==> config.mk <==
export PLATFORM = sky130hd
export DESIGN_NAME = atm_protocol_monitor
export DESIGN_NICKNAME = d
export VERILOG_FILES = /design/src/rtl/atm_pkg.sv /design/src/rtl/atm_err_logger.sv /design/src/rtl/atm_protocol_monitor.sv
export SDC_FILE = /design/constraint.sdc
export NUM_CORES = 1
export LEC_CHECK = 0
export BUFFER_PORTS_ARGS = -buffer_cell sky130_fd_sc_hd__buf_2
export CAP_MARGIN = 20
export CORE_UTILIZATION = 50
export CTS_BUF_LIST = sky130_fd_sc_hd__clkbuf_8
export DETAILED_ROUTE_END_ITERATION = 10
export GPL_TIMING_DRIVEN = 0
export PLACE_DENSITY = 0.82
export SYNTH_ARGS = -nofsm -noshare
export SYNTH_HDL_FRONTEND = slang
export SYNTH_HIERARCHICAL = 1
export SYNTH_SLANG_ARGS = --single-unit
==> constraint.sdc <==
create_clock -name clk -period 2.6 [get_ports clk]
set_input_delay 0.26 -clock clk [delete_from_list [all_inputs] [get_ports clk]]
set_output_delay 0.26 -clock clk [all_outputs]
set_load 0.05 [all_outputs]
==> src/rtl/atm_pkg.sv <==
// atm_pkg: shared definitions for the ATM protocol monitor.
//   - mon_state_e      : monitor FSM states
//   - ERR_*            : error codes reported on err_code (0 = no error)
//   - ST_*             : control-unit state encodings observed on the DUT
//   - lowest_err_code  : lowest active code of a detection vector
package atm_pkg;

    typedef enum logic [2:0] {
        M_IDLE      = 3'd0,
        M_ENTRY     = 3'd1,
        M_SESSION   = 3'd2,
        M_WAIT_UPD  = 3'd3,
        M_WAIT_LOCK = 3'd4
    } mon_state_e;

    localparam int NUM_CHECKS = 5;

    localparam logic [2:0] ERR_NONE           = 3'd0;
    localparam logic [2:0] ERR_CARD_ENTRY     = 3'd1;
    localparam logic [2:0] ERR_OVERDRAW       = 3'd2;
    localparam logic [2:0] ERR_UPDATE_TIMEOUT = 3'd3;
    localparam logic [2:0] ERR_UPDATE_VALUE   = 3'd4;
    localparam logic [2:0] ERR_LOCK_TIMEOUT   = 3'd5;

    localparam int ST_IDLE     = 0;
    localparam int ST_PIN      = 1;
    localparam int ST_CHECK    = 2;
    localparam int ST_WITHDRAW = 5;
    localparam int ST_DEPOSIT  = 7;

    // Bit i of det stands for error code i+1; the lowest code wins.
    function automatic logic [2:0] lowest_err_code(input logic [NUM_CHECKS-1:0] det);
        logic [2:0] code;
        code = ERR_NONE;
        for (int i = NUM_CHECKS - 1; i >= 0; i--) begin
            if (det[i]) code = 3'(i + 1);
        end
        return code;
    endfunction

endpackage

==> src/rtl/atm_err_logger.sv <==
// atm_err_logger: registers and accumulates enabled error detections.
// Ports:
//   clk, rst            clock, asynchronous active-high reset
//   det_i[4:0]          enabled detections this cycle (bit i = code i+1)
//   acc_i               account number of the current session
//   err_valid_o/code_o  one-cycle pulse with the lowest detected code
//   err_sticky_o        OR of all detections since reset
//   err_count_o         saturating count of error cycles
//   first_err_code_o/acc_o  code and account of the first error since reset
module atm_err_logger
    import atm_pkg::*;
#(
    parameter int ACC_W         = 4,
    parameter int ERR_CNT_WIDTH = 8
) (
    input  logic                     clk,
    input  logic                     rst,
    input  logic [NUM_CHECKS-1:0]    det_i,
    input  logic [ACC_W-1:0]         acc_i,
    output logic                     err_valid_o,
    output logic [2:0]               err_code_o,
    output logic [NUM_CHECKS-1:0]    err_sticky_o,
    output logic [ERR_CNT_WIDTH-1:0] err_count_o,
    output logic [2:0]               first_err_code_o,
    output logic [ACC_W-1:0]         first_err_acc_o
);

    logic                     any_err;
    logic                     err_valid_q;
    logic [2:0]               err_code_q;
    logic [NUM_CHECKS-1:0]    sticky_q;
    logic [ERR_CNT_WIDTH-1:0] count_q;
    logic [2:0]               first_code_q;
    logic [ACC_W-1:0]         first_acc_q;

    assign any_err = |det_i;

    always_ff @(posedge clk or posedge rst) begin
        if (rst) begin
            err_valid_q  <= 1'b0;
            err_code_q   <= ERR_NONE;
            count_q      <= '0;
            first_code_q <= ERR_NONE;
            first_acc_q  <= '0;
        end else begin
            err_valid_q <= any_err;
            // lowest_err_code returns 0 for an empty vector, so the code
            // reads 0 whenever the pulse is low.
            err_code_q  <= lowest_err_code(det_i);
            // Simultaneous errors count as one event.
            if (any_err && (count_q != '1)) count_q <= count_q + 1'b1;
            if (any_err && (first_code_q == ERR_NONE)) begin
                first_code_q <= lowest_err_code(det_i);
                first_acc_q  <= acc_i;
            end
        end
    end

    for (genvar gi = 0; gi < NUM_CHECKS; gi++) begin : g_sticky
        always_ff @(posedge clk or posedge rst) begin
            if (rst)            sticky_q[gi] <= 1'b0;
            else if (det_i[gi]) sticky_q[gi] <= 1'b1;
        end
    end

    assign err_valid_o      = err_valid_q;
    assign err_code_o       = err_code_q;
    assign err_sticky_o     = sticky_q;
    assign err_count_o      = count_q;
    assign first_err_code_o = first_code_q;
    assign first_err_acc_o  = first_acc_q;

endmodule

==> src/rtl/atm_protocol_monitor.sv <==
// atm_protocol_monitor: passive checker of an ATM control unit's protocol.
// Ports:
//   clk, rst                  clock, asynchronous active-high reset
//   chk_en[4:0]               per-check enable (bit i enables code i+1)
//   CardInserted, Acc_Number  card presence level, session account
//   ControlUnit_CurrentState  observed control-unit state
//   pin_try_valid, pin_match  PIN comparison strobe and result
//   acc_deact_wr              account deactivation write strobe
//   bal_wr_valid, bal_wr_data balance write strobe and value
//   Cash_Amount, RAM_OutReadBalance  operation amount, current balance
//   err_*                     error pulse, code, sticky bits, count, first error
module atm_protocol_monitor
    import atm_pkg::*;
#(
    parameter int NUM_OF_STATES  = 11,
    parameter int NUM_OF_TRIES   = 5,
    parameter int SAVED_ACCOUNTS = 10,
    parameter int BALANCE_WIDTH  = 16,
    parameter int UPDATE_TIMEOUT = 3,
    parameter int LOCK_TIMEOUT   = 3,
    parameter int ERR_CNT_WIDTH  = 8,
    localparam int ACC_W = $clog2(SAVED_ACCOUNTS),
    localparam int ST_W  = $clog2(NUM_OF_STATES)
) (
    input  logic                     clk,
    input  logic                     rst,
    input  logic [4:0]               chk_en,
    input  logic                     CardInserted,
    input  logic [ACC_W-1:0]         Acc_Number,
    input  logic [ST_W-1:0]          ControlUnit_CurrentState,
    input  logic                     pin_try_valid,
    input  logic                     pin_match,
    input  logic                     acc_deact_wr,
    input  logic                     bal_wr_valid,
    input  logic [BALANCE_WIDTH-1:0] bal_wr_data,
    input  logic [BALANCE_WIDTH-1:0] Cash_Amount,
    input  logic [BALANCE_WIDTH-1:0] RAM_OutReadBalance,
    output logic                     err_valid,
    output logic [2:0]               err_code,
    output logic [4:0]               err_sticky,
    output logic [ERR_CNT_WIDTH-1:0] err_count,
    output logic [2:0]               first_err_code,
    output logic [ACC_W-1:0]         first_err_acc
);

    localparam int FAIL_W  = $clog2(NUM_OF_TRIES + 1);
    localparam int TMR_MAX = (UPDATE_TIMEOUT > LOCK_TIMEOUT) ? UPDATE_TIMEOUT : LOCK_TIMEOUT;
    localparam int TMR_W   = $clog2(TMR_MAX + 1);

    mon_state_e               state_q, state_d;
    logic                     card_q;
    logic [FAIL_W-1:0]        fail_q, fail_d, fail_inc;
    logic [TMR_W-1:0]         timer_q, timer_d;
    logic [BALANCE_WIDTH-1:0] expect_q, expect_d;
    logic [NUM_CHECKS-1:0]    det, det_en;
    logic                     card_rise, card_fall, lock_hit, overdraw;

    assign card_rise = CardInserted & ~card_q;
    assign card_fall = ~CardInserted & card_q;
    assign overdraw  = (ControlUnit_CurrentState == ST_W'(ST_WITHDRAW)) &&
                       (Cash_Amount > RAM_OutReadBalance);
    // Saturate so repeated failures after a lock timeout cannot wrap.
    assign fail_inc  = (fail_q == FAIL_W'(NUM_OF_TRIES)) ? fail_q : fail_q + FAIL_W'(1);

    always_ff @(posedge clk or posedge rst) begin
        if (rst) begin
            state_q  <= M_IDLE;
            card_q   <= 1'b0;
            fail_q   <= '0;
            timer_q  <= '0;
            expect_q <= '0;
        end else begin
            state_q  <= state_d;
            card_q   <= CardInserted;
            fail_q   <= fail_d;
            timer_q  <= timer_d;
            expect_q <= expect_d;
        end
    end

    always_comb begin
        state_d  = state_q;
        fail_d   = fail_q;
        timer_d  = timer_q;
        expect_d = expect_q;
        det      = '0;
        lock_hit = 1'b0;
        // Card edges override everything else and never raise an error.
        if (card_fall) begin
            state_d = M_IDLE;
        end else if (card_rise) begin
            state_d = M_ENTRY;
            fail_d  = '0;
        end else begin
            unique case (state_q)
                M_IDLE: ;
                M_ENTRY: begin
                    if (ControlUnit_CurrentState != ST_W'(ST_PIN)) det[0] = 1'b1;
                    state_d = M_SESSION;
                end
                M_SESSION: begin
                    if (pin_try_valid && !pin_match) begin
                        fail_d = fail_inc;
                        if (fail_inc == FAIL_W'(NUM_OF_TRIES)) begin
                            lock_hit = 1'b1;
                            state_d  = M_WAIT_LOCK;
                            timer_d  = '0;
                        end
                    end else if (pin_try_valid && pin_match) begin
                        fail_d = '0;
                    end
                    if (!lock_hit) begin
                        if (ControlUnit_CurrentState == ST_W'(ST_WITHDRAW)) begin
                            if (overdraw) begin
                                det[1] = 1'b1;
                            end else begin
                                expect_d = RAM_OutReadBalance - Cash_Amount;
                                state_d  = M_WAIT_UPD;
                                timer_d  = '0;
                            end
                        end else if (ControlUnit_CurrentState == ST_W'(ST_DEPOSIT)) begin
                            // Deposit wraps modulo 2^BALANCE_WIDTH by truncation.
                            expect_d = RAM_OutReadBalance + Cash_Amount;
                            state_d  = M_WAIT_UPD;
                            timer_d  = '0;
                        end
                    end
                end
                M_WAIT_UPD: begin
                    if (bal_wr_valid) begin
                        if (bal_wr_data != expect_q) det[3] = 1'b1;
                        state_d = M_SESSION;
                    end else if (timer_q == TMR_W'(UPDATE_TIMEOUT - 1)) begin
                        det[2]  = 1'b1;
                        state_d = M_SESSION;
                    end else begin
                        timer_d = timer_q + TMR_W'(1);
                    end
                end
                M_WAIT_LOCK: begin
                    // The overdraw check holds no pending expectation, so it
                    // stays armed while waiting for the lockout write.
                    if (overdraw) det[1] = 1'b1;
                    if (acc_deact_wr) begin
                        fail_d  = '0;
                        state_d = M_SESSION;
                    end else if (timer_q == TMR_W'(LOCK_TIMEOUT - 1)) begin
                        det[4]  = 1'b1;
                        state_d = M_SESSION;
                    end else begin
                        timer_d = timer_q + TMR_W'(1);
                    end
                end
                default: state_d = M_IDLE;
            endcase
        end
    end

    assign det_en = det & chk_en;

    atm_err_logger #(
        .ACC_W         (ACC_W),
        .ERR_CNT_WIDTH (ERR_CNT_WIDTH)
    ) u_logger (
        .clk              (clk),
        .rst              (rst),
        .det_i            (det_en),
        .acc_i            (Acc_Number),
        .err_valid_o      (err_valid),
        .err_code_o       (err_code),
        .err_sticky_o     (err_sticky),
        .err_count_o      (err_count),
        .first_err_code_o (first_err_code),
        .first_err_acc_o  (first_err_acc)
    );

endmodule

* Word level (Yosys, flattened, before mapping) *
Index checks and enable logic that the tools add are counted.

operators by class
  multiplexer cells = 56
  add/sub/neg operators = 5
  reduce and logical (&&, ||, !) cells = 15
  $lt $le $gt $ge = 1
  eq/ne operators = 18
  bitwise operators = 8

operators with widths
  cell                                            count
  2-to-1 mux 3 bit                                21
  2-to-1 mux 16 bit                               3
  2-to-1 mux 2 bit                                10
  adder 16 bit                                    1
  greater-than comparator 16 bit                  1
  2-to-1 mux 1 bit                                16
  != test 16 bit                                  1
  subtractor 16 bit                               1
  case mux 3 bit (5 select lines)                 1
  2-to-1 mux 5 bit                                2
  == test 3 bit (second input constant)           3
  adder 8 x 1 -> 8 bit (second input constant)    1
  == test 4 x 3 -> 1 bit (second input constant)  2
  != test 8 bit (second input constant)           1
  == test 3 x 2 -> 1 bit (second input constant)  2
  zero test 3 bit                                 2
  != test 2 bit (second input constant)           3
  != test 3 bit (second input constant)           2
  case mux 2 bit (3 select lines)                 1
  case mux 3 bit (2 select lines)                 1
  AND reduction 6 bit                             1
  nonzero test 3 bit                              2
  bitwise AND 5 bit                               1
  logical AND 1 bit                               5
  14 further kinds                                19

word-level totals
  bits of input ports = 68
  register bits = 49

* Longest topological paths before layout *
  depth after elaboration = 18
  depth in mapped cells = 14

* Hierarchy *
Netlist, hierarchy kept.

by module, submodules not included
  module                times used  cells an instance  area an instance (um^2)  sequential area each (um^2)
  atm_protocol_monitor  1           369                2946.6                   625.6
  atm_err_logger        1           80                 985.9                    600.6

* Worst setup path after synthesis *
Ideal clock, no wire load.

  kind = input to register
  start = input port Cash_Amount[2]
  end = register u_logger.first_acc_q[0], in the netlist u_logger/first_err_acc_o[0]
  arrival = 2.954 ns
  library setup time = 0.125 ns
  setup slack = -0.479 ns
  stages on the path = 12
  cells stage by stage = inv_1 > ha_1 > and2b_1 > o31a_2 > o2111ai_2 > and3_4 > nor4_4 > nor4_1 > nor3_2 > and2_4 > nor4_4 > mux2_2

on the way
  cells in the longest elaborated chain, start to end = 11

RTL lines
  element                              line                                                      RTL
  from (decl)                          atm_protocol_monitor.sv:36                                input logic [BALANCE_WIDTH-1:0] Cash_Amount,
  greater-than comparator 16 bit (*)   atm_protocol_monitor.sv:61                                (Cash_Amount > RAM_OutReadBalance);
  logical AND 1 bit (*)                atm_protocol_monitor.sv:60                                assign overdraw = (ControlUnit_CurrentState == ST_W'(ST_WITHDRAW)) &&
  2-to-1 mux 1 bit (*)                 atm_protocol_monitor.sv:114, atm_protocol_monitor.sv:143
  2-to-1 mux 1 bit                     atm_protocol_monitor.sv:113                               if (ControlUnit_CurrentState == ST_W'(ST_WITHDRAW)) begin
  2-to-1 mux 1 bit                     atm_protocol_monitor.sv:112                               if (!lock_hit) begin
  case mux 1 bit (2 select lines) (*)  atm_protocol_monitor.sv:95                                unique case (state_q)
  2-to-1 mux 5 bit (*)                 atm_protocol_monitor.sv:91                                end else if (card_rise) begin
  2-to-1 mux 5 bit (*)                 atm_protocol_monitor.sv:89                                if (card_fall) begin
  bitwise AND 5 bit (*)                atm_protocol_monitor.sv:159                               assign det_en = det & chk_en;
  via det_en[1]                        atm_protocol_monitor.sv:55                                logic [NUM_CHECKS-1:0] det, det_en;
  OR reduction 5 bit (*)               atm_err_logger.sv:36                                      assign any_err = |det_i;
  logical AND 1 bit (*)                atm_err_logger.sv:52                                      if (any_err && (first_code_q == ERR_NONE)) begin
  to (signal assigned)                 atm_err_logger.sv:54                                      first_acc_q <= acc_i;
  to (decl)                            atm_err_logger.sv:34                                      logic [ACC_W-1:0] first_acc_q;

The timed path passes the listed nets; every way through them passes the cells marked *.
A chain may end at the register's enable or synchronous reset.

* Worst setup path in the final report *
  start = input port RAM_OutReadBalance[0]
  end = register u_logger.first_acc_q[0], in the netlist u_logger/first_err_acc_o[0]

on the way
  cells in the longest elaborated chain, start to end = 11

RTL lines
  element                              line                                                      RTL
  from (decl)                          atm_protocol_monitor.sv:37                                input logic [BALANCE_WIDTH-1:0] RAM_OutReadBalance,
  greater-than comparator 16 bit (*)   atm_protocol_monitor.sv:61
  logical AND 1 bit (*)                atm_protocol_monitor.sv:60
  2-to-1 mux 1 bit (*)                 atm_protocol_monitor.sv:114, atm_protocol_monitor.sv:143
  2-to-1 mux 1 bit                     atm_protocol_monitor.sv:113
  2-to-1 mux 1 bit                     atm_protocol_monitor.sv:112
  case mux 1 bit (2 select lines) (*)  atm_protocol_monitor.sv:95
  2-to-1 mux 5 bit (*)                 atm_protocol_monitor.sv:91
  2-to-1 mux 5 bit (*)                 atm_protocol_monitor.sv:89
  bitwise AND 5 bit (*)                atm_protocol_monitor.sv:159
  via det_en[1]                        atm_protocol_monitor.sv:55
  OR reduction 5 bit (*)               atm_err_logger.sv:36
  logical AND 1 bit (*)                atm_err_logger.sv:52

Marks and branches as above.

==> results.md <==
- Num CTS Buffers: 5
- Ys Warns: 6
- Clock Sink Count: 49
- Max_slew headroom: about two fifths
- Post-Route WL: between 9000 and 10000 um
- Nets@finish: between 600 and 700
- Status: finished, violations left
- Final Slew Violations: 0
- Die ar.: roughly 0.0082 mm2
- Core area: around 0.0074 mm2
- Finished Core Util: between 60 and 70%
- Overall Global Routing Usage: 23.0%
- Main synth FF type: dfrtp_1
- Clock-pin slew on the worst setup and hold paths: 80 ps
- Drt wl/cell: 14.7 um
- Vias/cell: about 5.6
- Drt first pass iters: 5
- H-Tree Depth: 2
- Die W: about 91 um
- Multi-input combinational cell area: roughly 0.0026 mm2
- Initial cell density of the core: 53.1%
- Commonest non-fill, non-tap cell in the layout: buf_2
- Peak supply drop: 0.301 mV
- Critical path type: input port to flop
- Seq. cell area: roughly 0.0012 mm2
- Clock latency on the worst-skew pair: about 290 ps
- Clock Tree Buf Depth: 2
- Syn Std Cell Area: 0.00393 mm2
- Final critical-path required period: about 2700 ps
- Gpl congestion: 0.972
- Vias: roughly 3700
- Register area share after synthesis: between 30% and 40%
- EDFF count, synth: 0
- WP data required: ~2800 ps
- Mapped Avg Cell Area: 8.76 um2
- Syn Inst Count: between 400 and 500
- RSZ-0062 raised after global routing: yes
- Worst setup path startpoint: RAM_OutReadBalance[0]
- Most frequent cells in the layout: 92 x buf_2, 49 x dfrtp_1, 38 x nand2_1
- R2r startpoint: card_q
- Hold Startpoint: CardInserted
- Worst slew pin tran: 920 ps
- Yosys top cell by area: dfrtp_1
- Pin count of the biggest net entering global routing: 26
- CTS tree: built
- First-pass GRT wire length: approximately 16000 um
- Ant. Diodes: 0
- PortBufs: between 90 and 100
- Global route overflow: 0
- Fmax: around 370 MHz
- Synth cell types: between 60 and 70
- Yosys reg bits: 49
- Synth area leaders: dfrtp_1 31%, ha_1 12%, xnor2_1 6.0%, o21ai_0 4.2%, a21oi_1 3.7%
- Vias in the first global route: ~3400
- ANT nets after route: 0
- Arrival @ worst endpoint: slightly below 3000 ps
- Final WS setup: -137 ps
- Detailed placer's ending HPWL: 7300 um
- Total power: 2670 uW
- Final Skew: 1.76 ps
- Layout area overhead: 23.9%
- Total placed cells including tap cells: 639
- Filler Cell Count: approximately 600
- Failing checks: setup timing
- Fin crit share: 105%
- DRC violations left: 0
- Leakage power: 0.00235 uW
- Net count after synthesis: 556
- Crit Path Max Fanout: 4
- CP endpoint kind: flop
- Startpoint types: input port
- Power density cells: 548 mW/mm2
- Die Span Y: about 91 um
- Setup violations, final: 9
- Clock root cell: clkbuf_8
- Worst Hold Class: input port to flop
- Post-synth top area share: 31.2%
- Max-cap check violation count: 0
- Fraction of layout cells with a size suffix above 1: around 29%
- Number of hold violations in the final report: 0
- Cell Rows: 31
- Fin cells: 658
- Ports: between 90 and 100
- Post-synth ARST share: 100%
- Antenna violations before repair: 0
- Iter 0 DRT Violations: roughly 170
[area by class of cell]
type / count / area share (%)
multi-input cells: 354 / 54.1
plain buffers: 11 / 1.23
inverters: 35 / 3.00
flip-flops and latches: 49 / 25.2
well taps: 99 / 2.54
repair buffers: 102 / 11.9
clock buffers: 7 / 1.98
clock inverters: 1 / 0.103
[kinds of logic after synthesis]
logic type               share of synthesized area, %
buffers and inverters                            4.87
AND/OR/NAND/NOR                                  20.6
flip-flops                                       31.2
adder cells (fa/ha/maj)                          12.8
XOR/XNOR                                         6.90
AO/OA/AOI/OAI                                    20.3
multiplexers                                     3.28
[power breakdown]
group	switching [uW]	internal (uW)	leakage, uW
sequential	145	921	0.000652
combinational	680	447	0.00165
clock	238	241	0.0000542
[what timing repair did]
action,in CTS,in global routing
buffers inserted,5,6
pin swaps,1,3
endpoints found under the setup margin,13,13
hold buffers,0,0
resized for setup,16,13
cloned,0,0
[sequential cells by signal (all words and copies together) (netlist names)]
register	count
u_logger/err_sticky_o	5
u_logger/err_count_o	8
fail_q	3
expect_q	16
card_q	1
state_q	3
u_logger/first_err_code_o	3
u_logger/first_err_acc_o	4
u_logger/err_code_o	3
u_logger/err_valid_o	1
timer_q	2
[path summary, 6_finish.rpt]
kind / cells past startpoint / slack, ps / end
max reg2reg: 9 / -100 / u_logger/first_err_acc_o[0]
min reg2reg: 1 / 470 / u_logger/err_sticky_o[2]
min: 1 / 100 / card_q
max: 14 / -140 / u_logger/first_err_acc_o[0]
max in group asynchronous: 2 / 1870 / expect_q[4]
min in group asynchronous: 2 / 160 / u_logger/err_sticky_o[0]
[through the flow]
stage	setup slack (ps)	TNS, ps	area [um2]	hold slack, ps
after floorplan	-204	-1210	3980	275
after global placement	-587	-6270	4560	398
after detailed placement	-634	-7000	4560	404
after CTS	-99.0	-433	4770	89.9
after global routing	-286	-2020	4870	92.5
final	-137	-710	4870	103
[critical path, stage by stage]
cell       delay [ps]
buf_12            110
inv_12             40
ha_4              130
fa_2              190
and2b_1           190
o31a_2            310
o2111ai_2         230
and3_4            240
nor4_4             50
nor4_4            180
nor3_2             90
and2_4            220
nor4_4            300
mux2_2            390
[cell usage after synthesis (3+ instances only)]
cell,count
nor2b_1,10
mux2_2,7
o31ai_1,4
o211ai_1,5
xnor2_1,27
a21o_1,6
nor4b_1,3
nand2_1,38
nor3_1,11
o21a_1,3
buf_2,3
nand4_1,6
a31oi_1,7
a21oi_1,29
o21ai_0,33
o22ai_1,5
o41ai_1,3
a211oi_1,3
xor2_1,4
nand3_1,8
or2_2,7
ha_1,37
nor2_1,38
clkbuf_1,3
nand3b_1,3
nand2b_1,6
and2_1,5
inv_1,34
dfrtp_1,49
nor4_1,3
[routing by layer]
metal | track usage, % | vias up | share of wire [%]
met3 | 2.78 | 19 | 3.7
li1 | - | 1815 | -
met4 | 7.53 | 0 | 2.2
met5 | 0 | - | 0
met2 | 40.8 | 114 | 51
met1 | 28.7 | 1728 | 43
No activity file was read; power rests on OpenSTA's default activity.
